### src/rtl/magnetron_ctrl_pkg.sv
// rtl/magnetron_ctrl_pkg.sv - shared types for the magnetron cook controller
// Purpose: state encodings, button bit positions and the per-cycle event
//          priority encoder used by the controller FSM.
// Ports:   none (package).
package magnetron_pkg;

    typedef enum logic [1:0] {
        S_IDLE  = 2'd0,
        S_COOK  = 2'd1,
        S_PAUSE = 2'd2,
        S_DONE  = 2'd3
    } state_t;

    // Bit positions inside the registered button vectors.
    localparam int BTN_START = 0;
    localparam int BTN_STOP  = 1;
    localparam int BTN_CLEAR = 2;

    // Encoding order mirrors priority: clear > door open > stop > start > tick.
    typedef enum logic [2:0] {
        EV_NONE      = 3'd0,
        EV_CLEAR     = 3'd1,
        EV_DOOR_OPEN = 3'd2,
        EV_STOP      = 3'd3,
        EV_START     = 3'd4,
        EV_TICK      = 3'd5
    } event_t;

    // Reduce all simultaneous causes in one cycle to the single winning event.
    function automatic event_t top_event(input logic clear, input logic door_open,
                                         input logic stop, input logic start,
                                         input logic tick);
        if (clear)          return EV_CLEAR;
        else if (door_open) return EV_DOOR_OPEN;
        else if (stop)      return EV_STOP;
        else if (start)     return EV_START;
        else if (tick)      return EV_TICK;
        return EV_NONE;
    endfunction

endpackage

### src/rtl/magnetron_ctrl_if.sv
// rtl/magnetron_ctrl_if.sv - front-panel / relay-side bundle of the cook controller
// Purpose: groups panel buttons, door switch, cook settings and the driver outputs.
// Ports (signals):
//   startn/stopn/clearn  active-low button levels
//   door_closed          1 = door closed
//   time_load            cook time in ticks (TIME_W)
//   power_level          duty level (PW)
//   magnetron_on/lamp_on/beep/done_pulse  drivers and completion pulse
//   time_left            remaining ticks
//   state                IDLE=0 COOK=1 PAUSE=2 DONE=3
interface magnetron_ctrl_if #(
    parameter int TIME_W = 12,
    parameter int PW     = 4
);
    logic              startn;
    logic              stopn;
    logic              clearn;
    logic              door_closed;
    logic [TIME_W-1:0] time_load;
    logic [PW-1:0]     power_level;
    logic              magnetron_on;
    logic              lamp_on;
    logic              beep;
    logic              done_pulse;
    logic [TIME_W-1:0] time_left;
    logic [1:0]        state;

    modport master (
        output startn, stopn, clearn, door_closed, time_load, power_level,
        input  magnetron_on, lamp_on, beep, done_pulse, time_left, state
    );

    modport slave (
        input  startn, stopn, clearn, door_closed, time_load, power_level,
        output magnetron_on, lamp_on, beep, done_pulse, time_left, state
    );
endinterface

### src/rtl/magnetron_ctrl_tick_prescaler.sv
// rtl/magnetron_ctrl_tick_prescaler.sv - clock divider producing one-cycle timer ticks
// Purpose: counts enabled clocks 0..DIV-1 and pulses tick on the last count.
// Ports:
//   clk, rst  clock and synchronous active-high reset
//   enable    advance the count this cycle (count is held otherwise)
//   clear     force the count back to 0 (wins over enable)
//   tick      high in the enabled cycle where the count is DIV-1
module tick_prescaler #(
    parameter int DIV = 100
) (
    input  logic clk,
    input  logic rst,
    input  logic enable,
    input  logic clear,
    output logic tick
);
    localparam int CW = (DIV > 1) ? $clog2(DIV) : 1;

    logic [CW-1:0] cnt;

    assign tick = enable && (cnt == CW'(DIV - 1));

    always_ff @(posedge clk) begin
        if (rst || clear) begin
            cnt <= '0;
        end else if (enable) begin
            cnt <= tick ? '0 : cnt + 1'b1;
        end
    end
endmodule

### src/rtl/magnetron_ctrl.sv
// rtl/magnetron_ctrl.sv - oven cook controller: timer, pause/resume, duty cycling, beep
// Purpose: turns front-panel presses and the door switch into magnetron relay, lamp and
//          buzzer drive. An open door removes relay drive combinationally.
// Ports:
//   clk, rst  clock and synchronous active-high reset
//   io        magnetron_ctrl_if.slave: buttons, door, time/power settings in;
//             magnetron_on, lamp_on, beep, done_pulse, time_left, state out
module magnetron_ctrl
    import magnetron_pkg::*;
#(
    parameter  int CLK_DIV      = 100,
    parameter  int TIME_W       = 12,
    parameter  int POWER_LEVELS = 10,
    parameter  int BEEP_TICKS   = 3,
    localparam int PW           = $clog2(POWER_LEVELS + 1),
    localparam int BW           = (BEEP_TICKS > 1) ? $clog2(BEEP_TICKS + 1) : 1
) (
    input  logic              clk,
    input  logic              rst,
    magnetron_ctrl_if.slave   io
);

    state_t            state_q, state_d;
    logic [TIME_W-1:0] time_left_q, time_d;
    logic [PW-1:0]     phase_q, phase_d;
    logic [PW-1:0]     power_q, power_d;
    logic [BW-1:0]     beep_cnt_q, beep_d;
    logic              done_q, done_d;
    logic              mag_q;
    logic              load;

    logic [2:0]        btn_q, btn_prev;
    logic [2:0]        press;
    logic              presc_en;
    logic              tick;
    event_t            ev;

    // Out-of-range or zero power means full power.
    function automatic logic [PW-1:0] clamp_power(input logic [PW-1:0] p);
        if (p == '0 || int'(p) > POWER_LEVELS) return PW'(POWER_LEVELS);
        return p;
    endfunction

    // One register stage per button, then a falling-edge compare against the
    // previous registered value so a held button acts exactly once.
    always_ff @(posedge clk) begin
        if (rst) begin
            btn_q    <= 3'b111;
            btn_prev <= 3'b111;
        end else begin
            btn_q    <= {io.clearn, io.stopn, io.startn};
            btn_prev <= btn_q;
        end
    end

    assign press = btn_prev & ~btn_q;

    // The prescaler only runs while cooking or beeping, and not in a cycle where
    // a higher-priority event is about to leave that state; this is what keeps
    // the count frozen across a pause.
    always_comb begin
        presc_en = 1'b0;
        if (state_q == S_COOK)
            presc_en = io.door_closed & ~press[BTN_CLEAR] & ~press[BTN_STOP];
        else if (state_q == S_DONE)
            presc_en = io.door_closed & ~(|press);
    end

    tick_prescaler #(.DIV(CLK_DIV)) u_prescaler (
        .clk    (clk),
        .rst    (rst),
        .enable (presc_en),
        .clear  (load),
        .tick   (tick)
    );

    assign ev = top_event(press[BTN_CLEAR], ~io.door_closed, press[BTN_STOP],
                          press[BTN_START], tick);

    always_comb begin
        state_d = state_q;
        time_d  = time_left_q;
        phase_d = phase_q;
        power_d = power_q;
        beep_d  = beep_cnt_q;
        done_d  = 1'b0;
        load    = 1'b0;
        case (state_q)
            S_IDLE: begin
                if (ev == EV_START && io.time_load != '0) begin
                    state_d = S_COOK;
                    time_d  = io.time_load;
                    power_d = clamp_power(io.power_level);
                    phase_d = '0;
                    load    = 1'b1;
                end
            end
            S_COOK: begin
                case (ev)
                    EV_CLEAR: begin
                        state_d = S_IDLE;
                        time_d  = '0;
                    end
                    EV_DOOR_OPEN, EV_STOP: state_d = S_PAUSE;
                    default: begin
                        // A start press while cooking has no meaning; the tick still applies.
                        if (tick) begin
                            phase_d = (phase_q == PW'(POWER_LEVELS - 1)) ? '0 : phase_q + 1'b1;
                            if (time_left_q != '0)
                                time_d = time_left_q - 1'b1;
                            if (time_left_q == TIME_W'(1)) begin
                                state_d = S_DONE;
                                done_d  = 1'b1;
                                beep_d  = '0;
                            end
                        end
                    end
                endcase
            end
            S_PAUSE: begin
                case (ev)
                    EV_CLEAR, EV_STOP: begin
                        state_d = S_IDLE;
                        time_d  = '0;
                    end
                    EV_START: state_d = S_COOK;
                    default:  ;
                endcase
            end
            S_DONE: begin
                if (ev inside {EV_CLEAR, EV_DOOR_OPEN, EV_STOP, EV_START}) begin
                    state_d = S_IDLE;
                end else if (tick) begin
                    if (beep_cnt_q == BW'(BEEP_TICKS - 1))
                        state_d = S_IDLE;
                    else
                        beep_d = beep_cnt_q + 1'b1;
                end
            end
            default: state_d = S_IDLE;
        endcase
    end

    always_ff @(posedge clk) begin
        if (rst) begin
            state_q     <= S_IDLE;
            time_left_q <= '0;
            phase_q     <= '0;
            power_q     <= PW'(POWER_LEVELS);
            beep_cnt_q  <= '0;
            done_q      <= 1'b0;
            mag_q       <= 1'b0;
        end else begin
            state_q     <= state_d;
            time_left_q <= time_d;
            phase_q     <= phase_d;
            power_q     <= power_d;
            beep_cnt_q  <= beep_d;
            done_q      <= done_d;
            mag_q       <= (state_q == S_COOK) && (phase_q < power_q);
        end
    end

    // Door gating is outside the register so an opening door cuts the relay
    // in the same cycle.
    assign io.magnetron_on = mag_q & io.door_closed;
    assign io.lamp_on      = (state_q == S_COOK) | ~io.door_closed;
    assign io.beep         = (state_q == S_DONE);
    assign io.done_pulse   = done_q;
    assign io.time_left    = time_left_q;
    assign io.state        = state_q;

endmodule

### src/flat_wrapper.sv
// flat-port wrapper written by rule: the top's interface ports become plain ports
module magnetron_ctrl_flat import magnetron_pkg::*;
#(
    parameter  int CLK_DIV      = 100,
    parameter  int TIME_W       = 12,
    parameter  int POWER_LEVELS = 10,
    parameter  int BEEP_TICKS   = 3,
    localparam int PW           = $clog2(POWER_LEVELS + 1),
    localparam int BW           = (BEEP_TICKS > 1) ? $clog2(BEEP_TICKS + 1) : 1
)
  (clk, rst, io_startn, io_stopn, io_clearn, io_door_closed, io_time_load, io_power_level, io_magnetron_on, io_lamp_on, io_beep, io_done_pulse, io_time_left, io_state);
  magnetron_ctrl_if #(.TIME_W(TIME_W), .PW(($clog2(POWER_LEVELS + 1)))) io_i ();
  input  logic clk;
  input  logic rst;
  input wire logic [$bits(io_i.startn)-1:0] io_startn;
  input wire logic [$bits(io_i.stopn)-1:0] io_stopn;
  input wire logic [$bits(io_i.clearn)-1:0] io_clearn;
  input wire logic [$bits(io_i.door_closed)-1:0] io_door_closed;
  input wire logic [$bits(io_i.time_load)-1:0] io_time_load;
  input wire logic [$bits(io_i.power_level)-1:0] io_power_level;
  output wire logic [$bits(io_i.magnetron_on)-1:0] io_magnetron_on;
  output wire logic [$bits(io_i.lamp_on)-1:0] io_lamp_on;
  output wire logic [$bits(io_i.beep)-1:0] io_beep;
  output wire logic [$bits(io_i.done_pulse)-1:0] io_done_pulse;
  output wire logic [$bits(io_i.time_left)-1:0] io_time_left;
  output wire logic [$bits(io_i.state)-1:0] io_state;
  assign io_i.startn = io_startn;
  assign io_i.stopn = io_stopn;
  assign io_i.clearn = io_clearn;
  assign io_i.door_closed = io_door_closed;
  assign io_i.time_load = io_time_load;
  assign io_i.power_level = io_power_level;
  assign io_magnetron_on = io_i.magnetron_on;
  assign io_lamp_on = io_i.lamp_on;
  assign io_beep = io_i.beep;
  assign io_done_pulse = io_i.done_pulse;
  assign io_time_left = io_i.time_left;
  assign io_state = io_i.state;
  magnetron_ctrl #(.CLK_DIV(CLK_DIV), .TIME_W(TIME_W), .POWER_LEVELS(POWER_LEVELS), .BEEP_TICKS(BEEP_TICKS)) u_core (.clk(clk), .rst(rst), .io(io_i));
endmodule
### config.mk
export PLATFORM = sky130hd
export DESIGN_NAME = magnetron_ctrl_flat
export DESIGN_NICKNAME = d
export VERILOG_FILES = /design/src/rtl/magnetron_ctrl_pkg.sv /design/src/rtl/magnetron_ctrl_if.sv /design/src/rtl/magnetron_ctrl_tick_prescaler.sv /design/src/rtl/magnetron_ctrl.sv /design/src/flat_wrapper.sv
export SDC_FILE = /design/constraint.sdc
export NUM_CORES = 1
export LEC_CHECK = 0
export ABC_CLOCK_PERIOD_IN_PS = 6670
export CORE_MARGIN = 1
export CORE_UTILIZATION = 40
export CTS_BUF_LIST = sky130_fd_sc_hd__clkbuf_4 sky130_fd_sc_hd__clkbuf_8 sky130_fd_sc_hd__clkbuf_16
export DETAILED_ROUTE_END_ITERATION = 10
export MAX_ROUTING_LAYER = met4
export SETUP_SLACK_MARGIN = 0.15
export SYNTH_ARGS = -nofsm -noshare
export SYNTH_HDL_FRONTEND = slang
export SYNTH_HIERARCHICAL = 1
export SYNTH_SLANG_ARGS = --single-unit
### constraint.sdc
create_clock -name clk -period 6.67 [get_ports clk]
set_input_delay 1.6675 -clock clk [delete_from_list [all_inputs] [get_ports clk]]
set_output_delay 1.6675 -clock clk [all_outputs]
set_load 0.005 [all_outputs]
======== Yosys cells after proc, flatten, opt, wreduce, memory -nomap -nowiden ========
Cells that the tools add are included.
storage, ports and cells
  register bits ........................... 39
  latch bits .............................. 0
  bits in writable memories ............... 0
  memory bits (read-only) ................. 0
  bits of input ports ..................... 22
  output and inout bits ................... 18
  logic and storage cells ................. 128
  memories kept ........................... 0
operators by class
  $add $sub $neg .......................... 4
  multiply operators ...................... 0
  div/mod/pow operators ................... 0
  magnitude comparators ................... 2
  equality and inequality tests ........... 27
  shifts and indexed selects .............. 0
  multiplexer cells ....................... 49
  bitwise logic cells ..................... 13
  reduce and logical (&&, ||, !) cells .... 23
operator list
  kind                                                                      count
  12-bit 2-to-1 mux                                                         4
  12-bit one-hot mux with 3 select lines                                    1
  2-bit 2-to-1 mux                                                          12
  4-bit 2-to-1 mux                                                          6
  12-bit one-hot mux with 2 select lines                                    1
  12-bit nonzero test                                                       2
  3-bit 2-to-1 mux                                                          6
  1-bit 2-to-1 mux                                                          13
  12-bit by 1-bit equality test with 1-bit output (second input constant)   1
  3-bit by 1-bit inequality test with 1-bit output (second input constant)  4
  2-bit one-hot mux with 2 select lines                                     3
  6-bit AND reduction                                                       2
  12-bit by 1-bit subtractor with 12-bit output (second input constant)     1
  2-bit inequality test (second input constant)                             5
  2-bit by 1-bit inequality test with 1-bit output (second input constant)  4
  2-bit one-hot mux with 4 select lines                                     1
  4-bit one-hot mux with 2 select lines                                     1
  7-bit by 1-bit adder with 7-bit output (second input constant)            1
  7-bit equality test (second input constant)                               1
  7-bit 2-to-1 mux                                                          1
  7-bit AND reduction                                                       1
  2-bit equality test (second input constant)                               3
  3-bit by 2-bit equality test with 1-bit output (second input constant)    2
  1-bit NOT                                                                 6
  other kinds (27)                                                          36

======== Longest topological paths before layout ========
Gate-level depths: netlist of the first run.
  word-level depth ........................ 19
  depth in mapped cells ................... 12
  mapped depth without buffers ............ 11

======== Hierarchy ========
Netlist of the first run, hierarchy kept.
modules (own cells, without submodules)
  module          instances  cells each  area each (um^2)  seq. area each (um^2)
  magnetron_ctrl  1          245         2029.4            640.6
  tick_prescaler  1          35          307.8             140.1

======== Least setup slack after synthesis of the first run ========
Ideal clock, no wire load.
  path type ............................... input to register
  start point ............................. input port io_door_closed
  end point ............................... register u_core.time_left_q[3], in the netlist u_core/io.time_left[3]
  library setup time ...................... 0.134 ns
  arrival ................................. 3.704 ns
  data required time ...................... 6.536 ns
  setup slack ............................. 2.831 ns
  stages .................................. 9
  path buffers ............................ 0
  path through ............................ nand3_1 -> nor2_1 -> nand4_1 -> nor2_1 -> inv_1 -> o311ai_0 -> o211ai_1 -> o311ai_0 -> o31ai_1
between the ends
  cells in the longest elaborated chain, start to end .. 14
  elaborated cells between the ends (all ways) .. 29
  classes of those cells .................. eq/ne (9); mux (12); bitwise (3); reduce/logical (5)
ends and longest elaborated chain
  item                                                                           RTL line                                     text
  from (decl)                                                                    flat_wrapper.sv:18                           input wire logic [$bits(io_i.door_closed)-1:0] io_door_closed;
  1-bit AND (on tied branches)                                                   magnetron_ctrl.sv:66, magnetron_ctrl.sv:64
  1-bit 2-to-1 mux or 1-bit AND (tied branches)                                  magnetron_ctrl.sv:65, magnetron_ctrl.sv:64
  1-bit 2-to-1 mux *                                                             magnetron_ctrl.sv:63                         if (state_q == S_COOK)
  via u_core.presc_en                                                            magnetron_ctrl.sv:34                         logic presc_en;
  1-bit logical AND *                                                            magnetron_ctrl_tick_prescaler.sv:21          assign tick = enable && (cnt == CW'(DIV - 1));
  via u_core.tick                                                                magnetron_ctrl.sv:35                         logic tick;
  1-bit 2-to-1 mux                                                               magnetron_ctrl_pkg.sv:37                     else if (tick) return EV_TICK;
  1-bit 2-to-1 mux                                                               magnetron_ctrl_pkg.sv:36                     else if (start) return EV_START;
  1-bit 2-to-1 mux                                                               magnetron_ctrl_pkg.sv:35                     else if (stop) return EV_STOP;
  1-bit 2-to-1 mux                                                               magnetron_ctrl_pkg.sv:34                     else if (door_open) return EV_DOOR_OPEN;
  1-bit 2-to-1 mux                                                               magnetron_ctrl_pkg.sv:33                     if (clear) return EV_CLEAR;
  3-bit 2-to-1 mux                                                               magnetron_ctrl_pkg.sv:38                     return EV_NONE;
  3-bit by 2-bit equality test with 1-bit output (tied with other cells)         magnetron_ctrl.sv:99, magnetron_ctrl.sv:121
  2-bit OR reduction (tied with other cells)                                     --
  12-bit one-hot mux with 2 select lines (tied with other cells)                 magnetron_ctrl.sv:99                         case (ev)
  12-bit one-hot mux with 3 select lines or 6-bit AND reduction (tied branches)  --
  to (signal assigned)                                                           magnetron_ctrl.sv:155                        time_left_q <= time_d;
  to (decl)                                                                      magnetron_ctrl.sv:24                         logic [TIME_W-1:0] time_left_q, time_d;
The timed path passes the listed nets; every way through them passes the cells marked *.
A chain may end at the register's enable or synchronous reset.

======== Worst setup path after layout of the first run ========
  start point ............................. input port io_door_closed
  end point ............................... register u_core.time_left_q[4], in the netlist u_core/io.time_left[4]
The elaborated chain is that of the path after synthesis.

==> metrics.cfg, run 1 <==
[pwr]
vdd.ir_drop.worst_uv = 192.5
p_switching_uw = 460.3
swShare = 0.4289
power_frac_comb = 0.518
p_seq_frac = 0.293
fin_total_pwr_mw = 1.073
cellPowerDensity_nw_per_um2 = 369.8
clkPwrFrac = 0.190
p_int_uw = 613.1
leakagePower_nw = 1.081

[critical_path]
rr_startpoint = u_core/io.state[1]
crit_startpoint = io_door_closed
reg2reg_depth = 11
critical_path.max_fanout = 9
type_of_the_setup_path_with_the_least_slack = in2reg
reg2reg_slack_ns = 3.05
critical_path.n_buffers_inverters = 2
data_arrival_at_the_endpoint_of_the_critical_path_ns = 5.11
cp-end-kind = flip-flop
critical_path.reg2reg.endpoint = u_core/io.time_left[4]
critical_path.cell_chain = clkdlybuf4s50_1, nand3_1, nor2_1, nand4_1, nor2_1, inv_1, o311ai_0, o211ai_1, o311ai_0, o31ai_1
timing.critical_path.required_ns = 6.83
crit_path_max_incr_delay_ns = 0.64
cpLargestDelayFamily = compound AO/OA/AOI/OAI gates
crit_path_start_kind = input port
crit_path_max_delay_cell_type = sky130_fd_sc_hd__clkdlybuf4s50_1

[drt]
dr.first_iter.drc_count = 96
detail-route-antenna-nets = 0
drt_drc_violations_left = 0
viasPerCell = 5.836
routed_wl_mm = 6.173
post_drt_wl_per_cell_um = 15.83
vias = 2276
drt_pre_antenna_iters = 7

[finish]
diodes = 0
layout_stage_area_growth_over_the_synthesis_result_pct = 24.20
layout.core_utilization = 0.5208
ff_latch_area_sq_um = 780.7
combined_area_of_the_multi_input_logic_cells_sq_um = 1445
nFillCells = 560
post_route_cells_drive_above_1_share = 0.08176
design.final.nets = 352

[synth]
post-synth-top-count-cell = sky130_fd_sc_hd__dfxtp_1
syn-num-nets = 315
synthArstFlopShare = 0
synth_common_cells = sky130_fd_sc_hd__dfxtp_1 (39), sky130_fd_sc_hd__a21oi_1 (18), sky130_fd_sc_hd__inv_1 (18)
post-synth-top-area-cell = sky130_fd_sc_hd__dfxtp_1
synth-main-ff-cell = sky130_fd_sc_hd__dfxtp_1
ys_ff_latch = 39
synth_top_cells_by_area = sky130_fd_sc_hd__dfxtp_1 (33%), sky130_fd_sc_hd__ha_1 (7.0%), sky130_fd_sc_hd__a21oi_1 (3.9%)
area_of_the_mapped_netlist_sq_um = 2337
synth-edff-count = 0
share_of_synthesized_area_occupied_by_flip_flops_and_latches = 0.3340
average_cell_area_after_synthesis_sq_um = 8.347
post_synth_num_cell_types = 53
netlist.area_leader.share = 0.3340
synth_warnings = 6
synthesis.instances = 280

[hold_path]
holdPathEnd = u_core/power_q[2]
min-delay-path-class = reg2reg
timing.hold.worst.start = u_core/power_q[2]
hold-path-cell-count = 2

[sta]
unrepaired_setup_endpoints_after_global_routing = no
final-max-slew-violation-count = 0
setup_viol_count_final = 0
period_minus_slack_ns = 4.948
worstMarginPinSlew_ns = 1.077
finalCritPeriodShare = 0.7418
finalHoldViolations = 0
relSlewSlack = 0.2754
postLayoutSetupSlackWorst_ns = 1.722
max_freq_ghz = 0.2021
fin_tns_setup_ns = 0
fin_clk_skew_ns = 0.004012

[placement]
gp_congestion = 0.8529
place_worst_setup_slack_ns = 1.454
post-dp-hpwl_mm = 4.505
io_buffers = 39

[grt]
number_of_global_route_vias_before_repair = 2161
gr-usage-all-layers = 0.2226
grt_start_max_net_pins = 31
grt_remaining_overflow = 0
antenna_found_initial = 0
grt_first_pass_wirelength_mm = 10.47

[cts]
htree_num_levels = 2
tritoncts = done
cts_buffer_depth = 2
ctsRootBufferMaster = sky130_fd_sc_hd__clkbuf_8
cts_hold_bufs = 0
insertion_delay_ns = 0.29
cts.clk_slew.worst_paths_ns = 0.08
cts_sink_count = 39
cts_bufs_inserted = 5
ctsResizeCount = 0
post-cts-setup-buffers = 0

[floorplanning]
die_w_um = 78.44
i_o_pin_count = 40
die_area_sq_um = 6153
core_sq_um = 5574
floorplan.rows = 27
floorplan.initialDensity = 0.4193
fp.dieH_um = 78.44

[run]
maxcap_violations = 0

[status]
status = complete, no violations

-- final cells by class --
class | instances | share of cell area
multi-input combinational | 212 | 0.4978
sequential | 39 | 0.2690
timing repair buffer | 40 | 0.1371
tap | 72 | 0.03103
clock buffer | 6 | 0.02845
inverter | 19 | 0.02457
clock inverter | 2 | 0.01207
-- placed cells by master, fill, tap and decap left out, types with 2 or more instances in the layout --
cell,count
sky130_fd_sc_hd__a211oi_1,5
sky130_fd_sc_hd__a21o_1,3
sky130_fd_sc_hd__a21oi_1,18
sky130_fd_sc_hd__a22oi_1,4
sky130_fd_sc_hd__a311oi_1,2
sky130_fd_sc_hd__a31o_2,2
sky130_fd_sc_hd__a31oi_1,7
sky130_fd_sc_hd__and2_1,3
sky130_fd_sc_hd__and3_1,2
sky130_fd_sc_hd__clkbuf_8,6
sky130_fd_sc_hd__clkdlybuf4s50_1,39
sky130_fd_sc_hd__dfxtp_1,39
sky130_fd_sc_hd__ha_1,13
sky130_fd_sc_hd__inv_1,18
sky130_fd_sc_hd__mux2i_1,2
sky130_fd_sc_hd__nand2_1,16
sky130_fd_sc_hd__nand2b_1,4
sky130_fd_sc_hd__nand3_1,7
sky130_fd_sc_hd__nand4_1,8
sky130_fd_sc_hd__nor2_1,17
sky130_fd_sc_hd__nor2b_1,7
sky130_fd_sc_hd__nor3_1,15
sky130_fd_sc_hd__nor4_1,8
sky130_fd_sc_hd__o211a_1,2
sky130_fd_sc_hd__o211ai_1,3
sky130_fd_sc_hd__o21ai_0,8
sky130_fd_sc_hd__o311ai_0,8
sky130_fd_sc_hd__o31ai_1,9
sky130_fd_sc_hd__or2_2,6
sky130_fd_sc_hd__or3_1,4
sky130_fd_sc_hd__or4_1,4
sky130_fd_sc_hd__xnor2_1,3
sky130_fd_sc_hd__xor2_1,3
-- stage by stage --
stage | hold slack [ns] | area [sq um] | instances
floorplan | 0.4319 | 2337 | 280
global placement | 0.4445 | 2785 | 382
detailed placement | 0.4476 | 2785 | 382
CTS | 0.4589 | 2903 | 390
global route | 0.4845 | 2903 | 390
finish | 0.4559 | 2903 | 390
-- worst register-to-register path, cell delays in order (launching register included) --
cell                       delay [ns]
sky130_fd_sc_hd__dfxtp_1         0.34
sky130_fd_sc_hd__inv_1           0.10
sky130_fd_sc_hd__ha_1            0.45
sky130_fd_sc_hd__a21oi_1         0.08
sky130_fd_sc_hd__nor2_1          0.33
sky130_fd_sc_hd__nand4_1         0.21
sky130_fd_sc_hd__nor2_1          0.29
sky130_fd_sc_hd__inv_1           0.15
sky130_fd_sc_hd__o311ai_0        0.48
sky130_fd_sc_hd__o211ai_1        0.45
sky130_fd_sc_hd__o311ai_0        0.48
sky130_fd_sc_hd__o31ai_1         0.13
-- worst max-delay path by stage --
| stage | end | slack, ns | cells past startpoint |
|---|---|---|---|
| 2_1_floorplan | u_core/io.time_left[3] | 2.83 | 9 |
| 3_3_place_gp | u_core/io.time_left[5] | 1.70 | 10 |
| 3_5_place_dp | u_core/io.time_left[8] | 1.45 | 10 |
| 4_1_cts | u_core/io.time_left[8] | 1.74 | 10 |
| 5_1_grt | u_core/io.time_left[1] | 1.30 | 10 |
| 6_report | u_core/io.time_left[4] | 1.72 | 10 |
-- cells by family after synthesis --
family,count (synthesis),share of synthesized area
XOR/XNOR,6,0.02249
multiplexers,2,0.008566
AND/OR/NAND/NOR,111,0.2709
flip-flops,39,0.3340
buffers and inverters,29,0.04764
AO/OA/AOI/OAI,80,0.2468
adder cells (fa/ha/maj),13,0.06959
-- metal layers --
metal | GRT usage | up-vias | wire length [um]
met2 | 0.3456 | 73 | 2861
li1 | - | 1132 | -
met4 | 0.08519 | 0 | 136
met5 | - | - | 0
met3 | 0.03837 | 18 | 270
met1 | 0.2881 | 1053 | 2906
-- power by group through the flow --
stage	registers, mW	clock network [mW]	logic (mW)
global placement	0.320	0	0.545
floorplan	0.313	0	0.373
CTS	0.314	0.211	0.548
detailed placement	0.319	0	0.545
global route	0.321	0.224	0.604
finish	0.314	0.204	0.556
-- flip-flops by register name (all words and copies together) (netlist names) --
signal	flops
u_core/io.done_pulse	1
u_core/beep_cnt_q	2
u_core/btn_prev	3
u_core/u_prescaler/cnt	7
u_core/btn_q	3
u_core/power_q	4
u_core/io.time_left	12
u_core/phase_q	4
u_core/io.state	2
u_core/mag_q	1
(Power assumes the default switching activity.)
==> inputs of run 2 (changes only) <==
- ABC_CLOCK_PERIOD_IN_PS: 6670 -> 4300
- PLACE_DENSITY: unset -> 0.66
- clock period: 6.67 -> 4.3 ns (I/O delays scaled with it)
==> run 2 against run 1 <==
Worst hold slack improved by 0.0033 ns; largest power group unchanged; register-to-register slack got worse by 1.9 ns; critical path type unchanged; count of clock-buffer cells in the layout grew 1.
==> metrics.cfg, run 2 (same netlist as run 1, synthesis figures left out) <==
[pwr]
power_frac_comb = 0.542
p_seq_frac = 0.302
p_switching_uw = 719.8
clkPwrFrac = 0.156
swShare = 0.4443
fin_total_pwr_mw = 1.620
vdd.ir_drop.worst_uv = 363.8
p_int_uw = 900.4
cellPowerDensity_nw_per_um2 = 557.9
leakagePower_nw = 1.089

[drt]
drt_drc_violations_left = 0
detail-route-antenna-nets = 0
dr.first_iter.drc_count = 103
routed_wl_mm = 6.280
drt_pre_antenna_iters = 4
vias = 2303
post_drt_wl_per_cell_um = 15.94
viasPerCell = 5.845

[critical_path]
type_of_the_setup_path_with_the_least_slack = in2reg
crit_path_start_kind = input port
cp-end-kind = flip-flop
critical_path.max_fanout = 9
timing.critical_path.required_ns = 4.47
reg2reg_slack_ns = 1.13
critical_path.cell_chain = clkdlybuf4s50_1, nand3_1, nor2_1, nand4_1, nor2_1, inv_1, o311ai_0, o211ai_1, o311ai_0, o31ai_1
cpLargestDelayFamily = compound AO/OA/AOI/OAI gates
crit_path_max_incr_delay_ns = 0.49
crit_path_max_delay_cell_type = sky130_fd_sc_hd__clkdlybuf4s50_1
data_arrival_at_the_endpoint_of_the_critical_path_ns = 3.84
critical_path.n_buffers_inverters = 2

[floorplanning]
die_w_um = 78.44
core_sq_um = 5574
floorplan.rows = 27
fp.dieH_um = 78.44
floorplan.initialDensity = 0.4193
i_o_pin_count = 40
die_area_sq_um = 6153

[status]
status = complete, no violations

[placement]
gp_congestion = 0.8612
place_worst_setup_slack_ns = 0.3840
io_buffers = 39
post-place-cells = 386
post-dp-hpwl_mm = 4.617

[sta]
unrepaired_setup_endpoints_after_global_routing = no
finalCritPeriodShare = 0.8540
relSlewSlack = 0.4645
period_minus_slack_ns = 3.672
postLayoutSetupSlackWorst_ns = 0.6278
fin_clk_skew_ns = 0.007856
fin_tns_setup_ns = 0
finalHoldViolations = 0
final-max-slew-violation-count = 0
max_freq_ghz = 0.2723
setup_viol_count_final = 0
worstMarginPinSlew_ns = 0.7998

[finish]
layout_stage_area_growth_over_the_synthesis_result_pct = 24.25
largest_register_ff_count = 12
nFillCells = 556
layout.cells.most_common_list = sky130_fd_sc_hd__clkdlybuf4s50_1 (39), sky130_fd_sc_hd__dfxtp_1 (39), sky130_fd_sc_hd__inv_1 (18), sky130_fd_sc_hd__a21oi_1 (18), sky130_fd_sc_hd__nor2_1 (17)
combined_area_of_the_multi_input_logic_cells_sq_um = 1445
diodes = 0
design.final.nets = 356
ff_latch_area_sq_um = 780.7
layout.core_utilization = 0.5210
post_route_cells_drive_above_1_share = 0.09317
stdcell_count = 394

[cts]
htree_num_levels = 2
cts_sink_count = 39
insertion_delay_ns = 0.29
ctsRootBufferMaster = sky130_fd_sc_hd__clkbuf_8
tritoncts = done
cts_bufs_inserted = 5
ctsResizeCount = 0
cts.clk_slew.worst_paths_ns = 0.08
post-cts-setup-buffers = 0
cts_hold_bufs = 0
cts_buffer_depth = 2

[grt]
gr-usage-all-layers = 0.2202
grt_start_max_net_pins = 20
grt_first_pass_wirelength_mm = 10.38
grt_remaining_overflow = 0
number_of_global_route_vias_before_repair = 2152
antenna_found_initial = 0

[hold_path]
min-delay-path-class = reg2reg

[run]
maxcap_violations = 0

run 2: cell types whose count changed in the layout (fill, tap and decap cells not counted):
cell                        change
sky130_fd_sc_hd__clkbuf_8       -1
sky130_fd_sc_hd__bufinv_16      -1
sky130_fd_sc_hd__clkbuf_4       +2
sky130_fd_sc_hd__buf_4          +4
run 2: power groups by stage:
stage | combinational [mW] | clock, mW | sequential (mW)
after floorplan | 0.578 | 0 | 0.486
after global placement | 0.855 | 0 | 0.499
after detailed placement | 0.866 | 0 | 0.497
after CTS | 0.869 | 0.259 | 0.489
after global routing | 0.956 | 0.277 | 0.500
final | 0.878 | 0.252 | 0.489
run 2: layer usage:
metal / track usage / wire length [um] / vias to the layer above
li1: - / - / 1144
met1: 0.2790 / 2910 / 1065
met2: 0.3649 / 2951 / 89
met3: 0.03837 / 370 / 5
met4: 0.05000 / 47 / 0
met5: - / 0 / -
run 2: area by class of cell:
class | instances | share of cell area
clock buffer | 7 | 0.02887
multi-input combinational | 212 | 0.4976
clock inverter | 1 | 0.001723
tap | 72 | 0.03102
inverter | 19 | 0.02456
timing repair buffer | 44 | 0.1473
sequential | 39 | 0.2688
run 2: path summary, 6_finish.rpt:
kind / start / to / cells after the start
max: io_door_closed / u_core/io.time_left[6] / 10
min: u_core/power_q[2] / u_core/power_q[2] / 2
max reg2reg: u_core/io.state[1] / u_core/io.time_left[6] / 11
min reg2reg: u_core/power_q[2] / u_core/power_q[2] / 2
run 2: through the flow:
| step | instance area (sq um) | hold slack, ns |
|---|---|---|
| floorplan | 2337 | 0.4319 |
| global placement | 2815 | 0.4442 |
| detailed placement | 2815 | 0.4498 |
| CTS | 2904 | 0.4595 |
| global route | 2904 | 0.4908 |
| finish | 2904 | 0.4591 |
run 2: worst register-to-register path, delay by kind of cell, from the launching register on:
family	cells	cell delay, ns
buf+inv	2	0.21
simple gates	3	0.47
flops	1	0.34
compound gates	5	1.57
fa+ha+maj	1	0.45
==> inputs of run 3 (changes only) <==
- ABC_CLOCK_PERIOD_IN_PS: 4300 -> 3000
- clock period: 4.3 -> 3 ns (I/O delays scaled with it)
==> run 3 against run 2 <==
Routed wire length is 1.9% higher; utilization grew 3.5 points; worst setup slack worse by 0.37 ns; die area is the same; sequential share of layout area down 1.7 points; via count increased by 2.4%; final area up 6.7%; critical path type is now in2out; register-to-register slack got worse by 0.49 ns; clock skew is 0.0025 ns higher; clock power grew 59%; worst hold slack improved by 0.0011 ns; cell count up 4.3%.
==> metrics.cfg, run 3 (same netlist as run 1, synthesis figures left out) <==
[grt]
antenna_found_initial = 0
grt_remaining_overflow = 0
grt_start_max_net_pins = 18
number_of_global_route_vias_before_repair = 2258
gr-usage-all-layers = 0.2222
grt_first_pass_wirelength_mm = 10.58

[sta]
setup_viol_count_final = 0
fin_tns_setup_ns = 0
postLayoutSetupSlackWorst_ns = 0.2578
max_freq_ghz = 0.3647
final-max-slew-violation-count = 0
whs_ns = 0.4602
unrepaired_setup_endpoints_after_global_routing = yes
finalCritPeriodShare = 0.9141
finalHoldViolations = 0
worstMarginPinSlew_ns = 0.6069
period_minus_slack_ns = 2.742
relSlewSlack = 0.5937
fin_clk_skew_ns = 0.01039

[critical_path]
timing.critical_path.required_ns = 2.25
worst_path_most_repeated_cell = sky130_fd_sc_hd__clkdlybuf4s50_1
type_of_the_setup_path_with_the_least_slack = in2out
cpLargestDelayFamily = buffers and inverters
crit_path_max_delay_cell_type = sky130_fd_sc_hd__clkdlybuf4s50_1
crit_path_start_kind = input port
cp-end-kind = primary output
critical_path.max_fanout = 6
crit_path_max_incr_delay_ns = 0.49
data_arrival_at_the_endpoint_of_the_critical_path_ns = 1.99
critical_path.cell_chain = clkdlybuf4s50_1, buf_4, and2_1, clkdlybuf4s50_1
critical_path.n_buffers_inverters = 3

[placement]
place_area_sq_um = 2958
post-place-cells = 403
gp_congestion = 0.9116
post-dp-hpwl_mm = 4.704
io_buffers = 39
place_worst_setup_slack_ns = -0.2316

[floorplanning]
die_w_um = 78.44
i_o_pin_count = 40
fp.dieH_um = 78.44
floorplan.rows = 27
die_area_sq_um = 6153
floorplan.initialDensity = 0.4193
core_sq_um = 5574

[cts]
cts_bufs_inserted = 5
insertion_delay_ns = 0.29
htree_num_levels = 2
post-cts-setup-buffers = 0
cts_hold_bufs = 0
cts_buffer_depth = 2
cts.clk_slew.worst_paths_ns = 0.08
ctsRootBufferMaster = sky130_fd_sc_hd__clkbuf_8
cts_sink_count = 39
tritoncts = done

[finish]
layout.cells.most_common_list = sky130_fd_sc_hd__clkdlybuf4s50_1 (39), sky130_fd_sc_hd__dfxtp_1 (39), sky130_fd_sc_hd__buf_4 (21), sky130_fd_sc_hd__inv_1 (18), sky130_fd_sc_hd__a21oi_1 (18)
stdcell_count = 411
post_route_cells_drive_above_1_share = 0.1593
layout_stage_area_growth_over_the_synthesis_result_pct = 32.60
design.final.nets = 373
postLayoutCellArea_sq_um = 3099
largest_register_ff_count = 12
diodes = 0
layout.core_utilization = 0.5560

[drt]
detail-route-antenna-nets = 0
post_drt_wl_per_cell_um = 15.57
dr.first_iter.drc_count = 196
viasPerCell = 5.737
drt_pre_antenna_iters = 4
vias = 2358
drt_drc_violations_left = 0
routed_wl_mm = 6.398

[status]
status = complete, no violations

[pwr]
leakagePower_nw = 1.186
vdd.ir_drop.worst_uv = 425.6
fin_total_pwr_mw = 2.569
cellPowerDensity_nw_per_um2 = 829.0

[hold_path]
min-delay-path-class = reg2reg

[run]
maxcap_violations = 0

## run 3: cell types whose count changed in the layout (fill, tap and decap cells not counted), sizes merged
cell | before | now
clkbuf | 7 | 8
clkinv | 1 | 0
buf | 5 | 22
## run 3: worst paths after layout
kind	cells after the start	start	end	slack (ns)
setup / recovery	4	io_door_closed	io_magnetron_on	0.26
setup reg to reg	12	u_core/io.state[1]	u_core/io.time_left[1]	0.64
hold reg to reg	2	u_core/power_q[2]	u_core/power_q[2]	0.46
hold / removal	2	u_core/power_q[2]	u_core/power_q[2]	0.46
## run 3: layout make-up
class,count,area [sq um]
multi-input combinational,212,1485
timing repair buffer,61,568.0
tap,72,90.09
clock buffer,8,103.9
inverter,19,71.32
sequential,39,780.7
fill,550,2475
## run 3: power by group
group	switching [mW]	total, mW	internal [mW]
clock	0.182	0.401	0.219
sequential	0.104	0.701	0.598
combinational	0.813	1.47	0.653
total	1.10	2.57	1.47
## run 3: routing by layer
metal  routed length [um]  global-route usage  vias to the layer above
li1                     -                   -                     1178
met1                 3020              0.2782                     1106
met2                 3081              0.3684                       67
met3                  245             0.02791                        7
met4                   51             0.07593                        0
met5                    0                   -                        -
## run 3: worst reg2reg max path, cell delays in order, from the launching register on
cell                        delay, ns
sky130_fd_sc_hd__dfxtp_1         0.34
sky130_fd_sc_hd__inv_1           0.10
sky130_fd_sc_hd__ha_1            0.17
sky130_fd_sc_hd__a21oi_1         0.06
sky130_fd_sc_hd__nor2_2          0.14
sky130_fd_sc_hd__nand4_1         0.13
sky130_fd_sc_hd__nor2_2          0.13
sky130_fd_sc_hd__inv_1           0.08
sky130_fd_sc_hd__o311ai_2        0.32
sky130_fd_sc_hd__o211ai_1        0.14
sky130_fd_sc_hd__buf_4           0.21
sky130_fd_sc_hd__a2111oi_1       0.33
sky130_fd_sc_hd__a211oi_1        0.08
## run 3: what timing repair did
action | CTS | global route
gates resized for setup | 1 | 14
endpoints found under the setup margin | 8 | 12
pin swaps | 0 | 4
==> RTL edit 1 (flow settings as in run 3) <==
Reset style: asynchronous (`rst`), changed in 2 clocked blocks. Comments in the files are not updated.
--- a/src/rtl/magnetron_ctrl.sv
+++ b/src/rtl/magnetron_ctrl.sv
@@ -43,7 +43,7 @@
 
     // One register stage per button, then a falling-edge compare against the
     // previous registered value so a held button acts exactly once.
-    always_ff @(posedge clk) begin
+    always_ff @(posedge clk or posedge rst) begin
         if (rst) begin
             btn_q    <= 3'b111;
             btn_prev <= 3'b111;
@@ -141,7 +141,7 @@
         endcase
     end
 
-    always_ff @(posedge clk) begin
+    always_ff @(posedge clk or posedge rst) begin
         if (rst) begin
             state_q     <= S_IDLE;
             time_left_q <= '0;
Function: differs if rst is asserted again (counterexample within 4 cycles, from zero or initial values and one cycle with rst high); with rst held inactive, the same outputs for 10 cycles.
==> RTL edit 1 against run 3 <==
Worst setup slack got worse by 49 ps; combinational power shrank 5%; final area is 2.5% lower; clock power down 10%; total power grew 0.42%; routed wire length fell by 10%; sequential cell count unchanged; critical path depth unchanged; area after synthesis up 2.5%; critical endpoint unchanged.
==> RTL edit 1: results (changes against run 3) <==
| Metric | Value |
|---|---|
| Clock skew | 7.50 ps (-2.89 ps) |
| Status | finished, final reports clean |
| Worst-path fanout max | 8 (+2) |
| Syn Inst Count | 254 (-9.3%) |
| Hold Crit Endpoint | u_core/btn_prev[1] |
| Number of global-route vias before repair | 2090 (-7.4%) |
| Worst relative slew slack | 66.0% (+6.6 points) |
| DR iter-0 viols | 131 (-33%) |
| Hold Path Origin | u_core/btn_q[1] |
| Dpl cells | 370 (-8.2%) |
| WL final | 5750 µm (-10%) |
| Commonest cells post-synth | 24 x dfrtp_1, 20 x inv_1, 20 x o21ai_0, 18 x nor2_1, 14 x ha_1 |
| Met3 usage | 4.11% (+1.3 points) |
| Post-Synth Adder-Cell Area | 7.31% (+0.35 points) |
| Final RePlAce weighted congestion | 0.859 (-5.8%) |
| Clk cell area share | 2.90% (-0.45 points) |
| Post-route insts no fill | 377 (-8.3%) |
| Data arrival, critical path | 2040 ps (+50 ps) |
| First-pass GRT wire length | 9740 µm (-7.9%) |
| Place WS | -104 ps (+128 ps) |
| Cells on Worst Hold Path | 0 (-2) |
| XOR/XNOR Fraction of Synth Area | 1.46% (-0.79 points) |
| Largest net degree at the start of global routing | 33 (+15) |
| Reg-to-reg endpoint | u_core/io.time_left[11] |
| Hold slack | 364 ps (-96.7 ps) |
| Routed wl met2 | 2660 µm (-14%) |
| Seq/Total Area, Yosys | 39.7% (+6.3 points) |
| Vias after detailed routing | 2154 (-8.7%) |
| Clk buf depth | 2 (unchanged) |
| R2R Setup Slk | 290 ps (-350 ps) |
| Worst VDD drop | 434 µV (+1.9%) |
| Ranking of synthesized cells by area | dfrtp_1 25%, dfstp_2 8.8%, ha_1 7.3% |
| Synth Area in Compound Gates | 19.0% (-5.7 points) |
| Net Switching | 1.05 mW (-4.8%) |
| Signal buffers share of area | 16.1% (-2.2 points) |
| Met1 usage | 25.5% (-2.3 points) |
| Reg2reg start | u_core/io.time_left[7] |
| DP HPWL | 4230 µm (-10%) |
| Clock buffers | 6 (-2) |
| GRT Total Usage | 20.7% (-1.5 points) |
| Wl on met1 | 2610 µm (-14%) |
| Number of signal-net buffers in the layout | 52 (-15%) |
| Resized Gates After CTS | 0 (-1) |
| Nets | 341 (-8.6%) |
| Nonclk inv count | 20 (+1) |
| Filler cell count | 539 (-2.0%) |
| M2 GR Usage | 33.2% (-3.7 points) |
| Reg2reg path depth | 5 (-7) |
| Post-DP Area | 2930 µm² (-0.85%) |
| Cell leakage power | 1.27 nW (+7.3%) |
| Final instance area | 3020 µm² (-2.5%) |
| Multi-In Gates | 187 (-12%) |
| Combinational Power Share | 54.1% (-3.0 points) |
| Post-Synthesis Net Count | 290 (-7.9%) |
| Reg area | 951 µm² (+22%) |
-- RTL edit 1: cell count changes after synthesis, moves of 6 or more --
| cell | before | now |
|---|---|---|
| dfxtp_1 | 39 | 7 |
| dfrtp_1 | 0 | 24 |
| a21oi_1 | 18 | 6 |
| o21ai_0 | 8 | 20 |
| dfstp_2 | 0 | 8 |
| o311ai_0 | 8 | 0 |
| o41ai_1 | 1 | 9 |
| o31ai_1 | 9 | 2 |
| mux2i_1 | 2 | 8 |
-- RTL edit 1: how the worst max path moves through the flow --
stage / to / cells after the start / slack [ps] / startpoint
2_1_floorplan: u_core/io.time_left[10] / 11 / 170 / u_core/io.state[1]
3_3_place_gp: u_core/phase_q[2] / 9 / 20 / io_door_closed
3_5_place_dp: u_core/phase_q[2] / 9 / -100 / io_door_closed
4_1_cts: io_magnetron_on / 4 / 200 / io_door_closed
5_1_grt: io_magnetron_on / 4 / 130 / io_door_closed
6_report: io_magnetron_on / 4 / 210 / io_door_closed
==> RTL edit 2 (settings of run 3) <==
Made on the original files. `POWER_LEVELS` is set to 10 in 2 places; all go to 20.
--- a/src/rtl/magnetron_ctrl.sv
+++ b/src/rtl/magnetron_ctrl.sv
@@ -10,7 +10,7 @@
 #(
     parameter  int CLK_DIV      = 100,
     parameter  int TIME_W       = 12,
-    parameter  int POWER_LEVELS = 10,
+    parameter  int POWER_LEVELS = 20,
     parameter  int BEEP_TICKS   = 3,
     localparam int PW           = $clog2(POWER_LEVELS + 1),
     localparam int BW           = (BEEP_TICKS > 1) ? $clog2(BEEP_TICKS + 1) : 1
--- a/src/flat_wrapper.sv
+++ b/src/flat_wrapper.sv
@@ -3,7 +3,7 @@
 #(
     parameter  int CLK_DIV      = 100,
     parameter  int TIME_W       = 12,
-    parameter  int POWER_LEVELS = 10,
+    parameter  int POWER_LEVELS = 20,
     parameter  int BEEP_TICKS   = 3,
     localparam int PW           = $clog2(POWER_LEVELS + 1),
     localparam int BW           = (BEEP_TICKS > 1) ? $clog2(BEEP_TICKS + 1) : 1
Interface: changed (resized io_power_level); port bits go from 40 to 41. The function was not compared with the original's and may differ.
==> RTL edit 2 against run 3 <==
Sequential power shrank 0.6%; final area is 0.89% lower; final cell count rose by 1.5%; sequential cell count rose by 2; area after synthesis increased by 3.1%; total power down 17%; routed wire length decreased by 6.6%; worst setup slack improved by 20 ps.
==> RTL edit 2: results (changes against run 3) <==
| Metric | Value |
|---|---|
| Ranking of synthesized cells by area | dfxtp_1 34%, ha_1 6.8%, nor2_1 5.0% |
| Vias per cell | 5.41 (-5.7%) |
| Cell leakage power | 1.17 nW (-1.4%) |
| Seq/Total Area, Yosys | 34.1% (+0.67 points) |
| Number of global-route vias before repair | 2042 (-9.6%) |
| Largest net degree at the start of global routing | 17 (-1) |
| Filler cell count | 569 (+3.5%) |
| Clock skew | 5.84 ps (-4.56 ps) |
| Worst VDD drop | 297 µV (-30%) |
| Data arrival, critical path | 1970 ps (-20 ps) |
| GRT Total Usage | 20.7% (-1.5 points) |
| Status | finished, final reports clean |
| Synth Area in Compound Gates | 18.6% (-6.0 points) |
| Async set-reset flop share out of synthesis | 0% (unchanged) |
| Clk root buf | clkbuf_8 |
| DR iter-0 viols | 148 (-24%) |
| DP HPWL | 4450 µm (-5.5%) |
| First-pass GRT wire length | 9890 µm (-6.5%) |
| Routed WL per cell | 14.3 µm (-7.9%) |
| Commonest cells post-synth | 41 x dfxtp_1, 32 x nor2_1, 23 x nand2_1, 21 x a21oi_1, 18 x inv_1 |
| Mean Syn Cell Area | 8.28 µm² (-0.84%) |
| XOR/XNOR Fraction of Synth Area | 4.36% (+2.1 points) |
| Place WS | -49.8 ps (+182 ps) |
| Worst Max-Slew Pin Slew | 630 ps (+23.1 ps) |
| Nets | 380 (+1.9%) |
| Mux share of post-synthesis cell area | 0.831% (-0.025 points) |
| Port bufs | 40 (+2.6%) |
| Post-Synthesis Net Count | 327 (+3.8%) |
| Worst-path fanout max | 5 (-1) |
| Clk_lat worst skew | 300 ps |
| Post-Synth Adder-Cell Area | 6.75% (-0.21 points) |
| Final RePlAce weighted congestion | 0.940 (+3.1%) |
| Dpl cells | 409 (+1.5%) |
| Post-route insts no fill | 417 (+1.5%) |
| Layout cell share with drive strength beyond 1 | 13.0% (-2.9 points) |
| Critical path's top delay family | buffers and inverters |
| Largest family of logic cells by synthesized area | simple AND/OR/NAND/NOR gates |
| Cell variety after synth | 55 (+3.8%) |
## RTL edit 2: changes by cell type after synthesis, sizes merged, moves of 4 or more
cell / change
nor2: +16
o31ai: -8
nand2: +7
o21ai: +7
o311ai: -7
nand3: +5
nand4: -5
xnor2: +5
a22oi: -4
a31oi: -4
## RTL edit 2: logic make-up after synthesis
logic type | Yosys count
simple gates | 131
compound gates | 65
flops | 41
buf+inv | 27
fa+ha+maj | 13
xor+xnor | 12
mux | 2
## RTL edit 2: layout make-up
cell class	count	area, µm²	area share, %
multi-input combinational	223	1450	47.2
timing repair buffer	54	505	16.5
tap	72	90.1	2.93
sequential	41	821	26.7
clock inverter	3	65.1	2.12
clock buffer	5	68.8	2.24
inverter	19	71.3	2.32
## RTL edit 2: timing repair
action	CTS	global route
gates resized for setup	0	3
endpoints found under the hold margin	0	0
endpoints found under the setup margin	0	10
hold buffers	0	0
## RTL edit 2: report_power, final
group          internal, mW  switching [mW]  total [mW]
Combinational         0.419           0.480       0.900
Clock                 0.331           0.200       0.531
Sequential            0.606          0.0909       0.697
## RTL edit 2: metrics by stage
| stage | TNS, ps | area (µm²) |
|---|---|---|
| global placement | 0 | 2930 |
| global route | 0 | 3070 |
| floorplan | 0 | 2410 |
| CTS | 0 | 3070 |
| finish | 0 | 3070 |
| detailed placement | -113 | 2930 |
## RTL edit 2: metal layers
layer	wire [µm]	track usage, %
met1	2970	29.1
met3	283	3.77
met4	78	6.55
met2	2650	29.7
met5	0	-
## RTL edit 2: final timing paths
check	from	to	slack [ps]	cells past startpoint
worst max-delay path	io_door_closed	io_magnetron_on	280	4
worst min-delay path	u_core/btn_q[1]	u_core/btn_prev[1]	450	1
worst max register to register	u_core/io.state[1]	u_core/io.state[1]	570	12
worst min register to register	u_core/btn_q[1]	u_core/btn_prev[1]	450	1
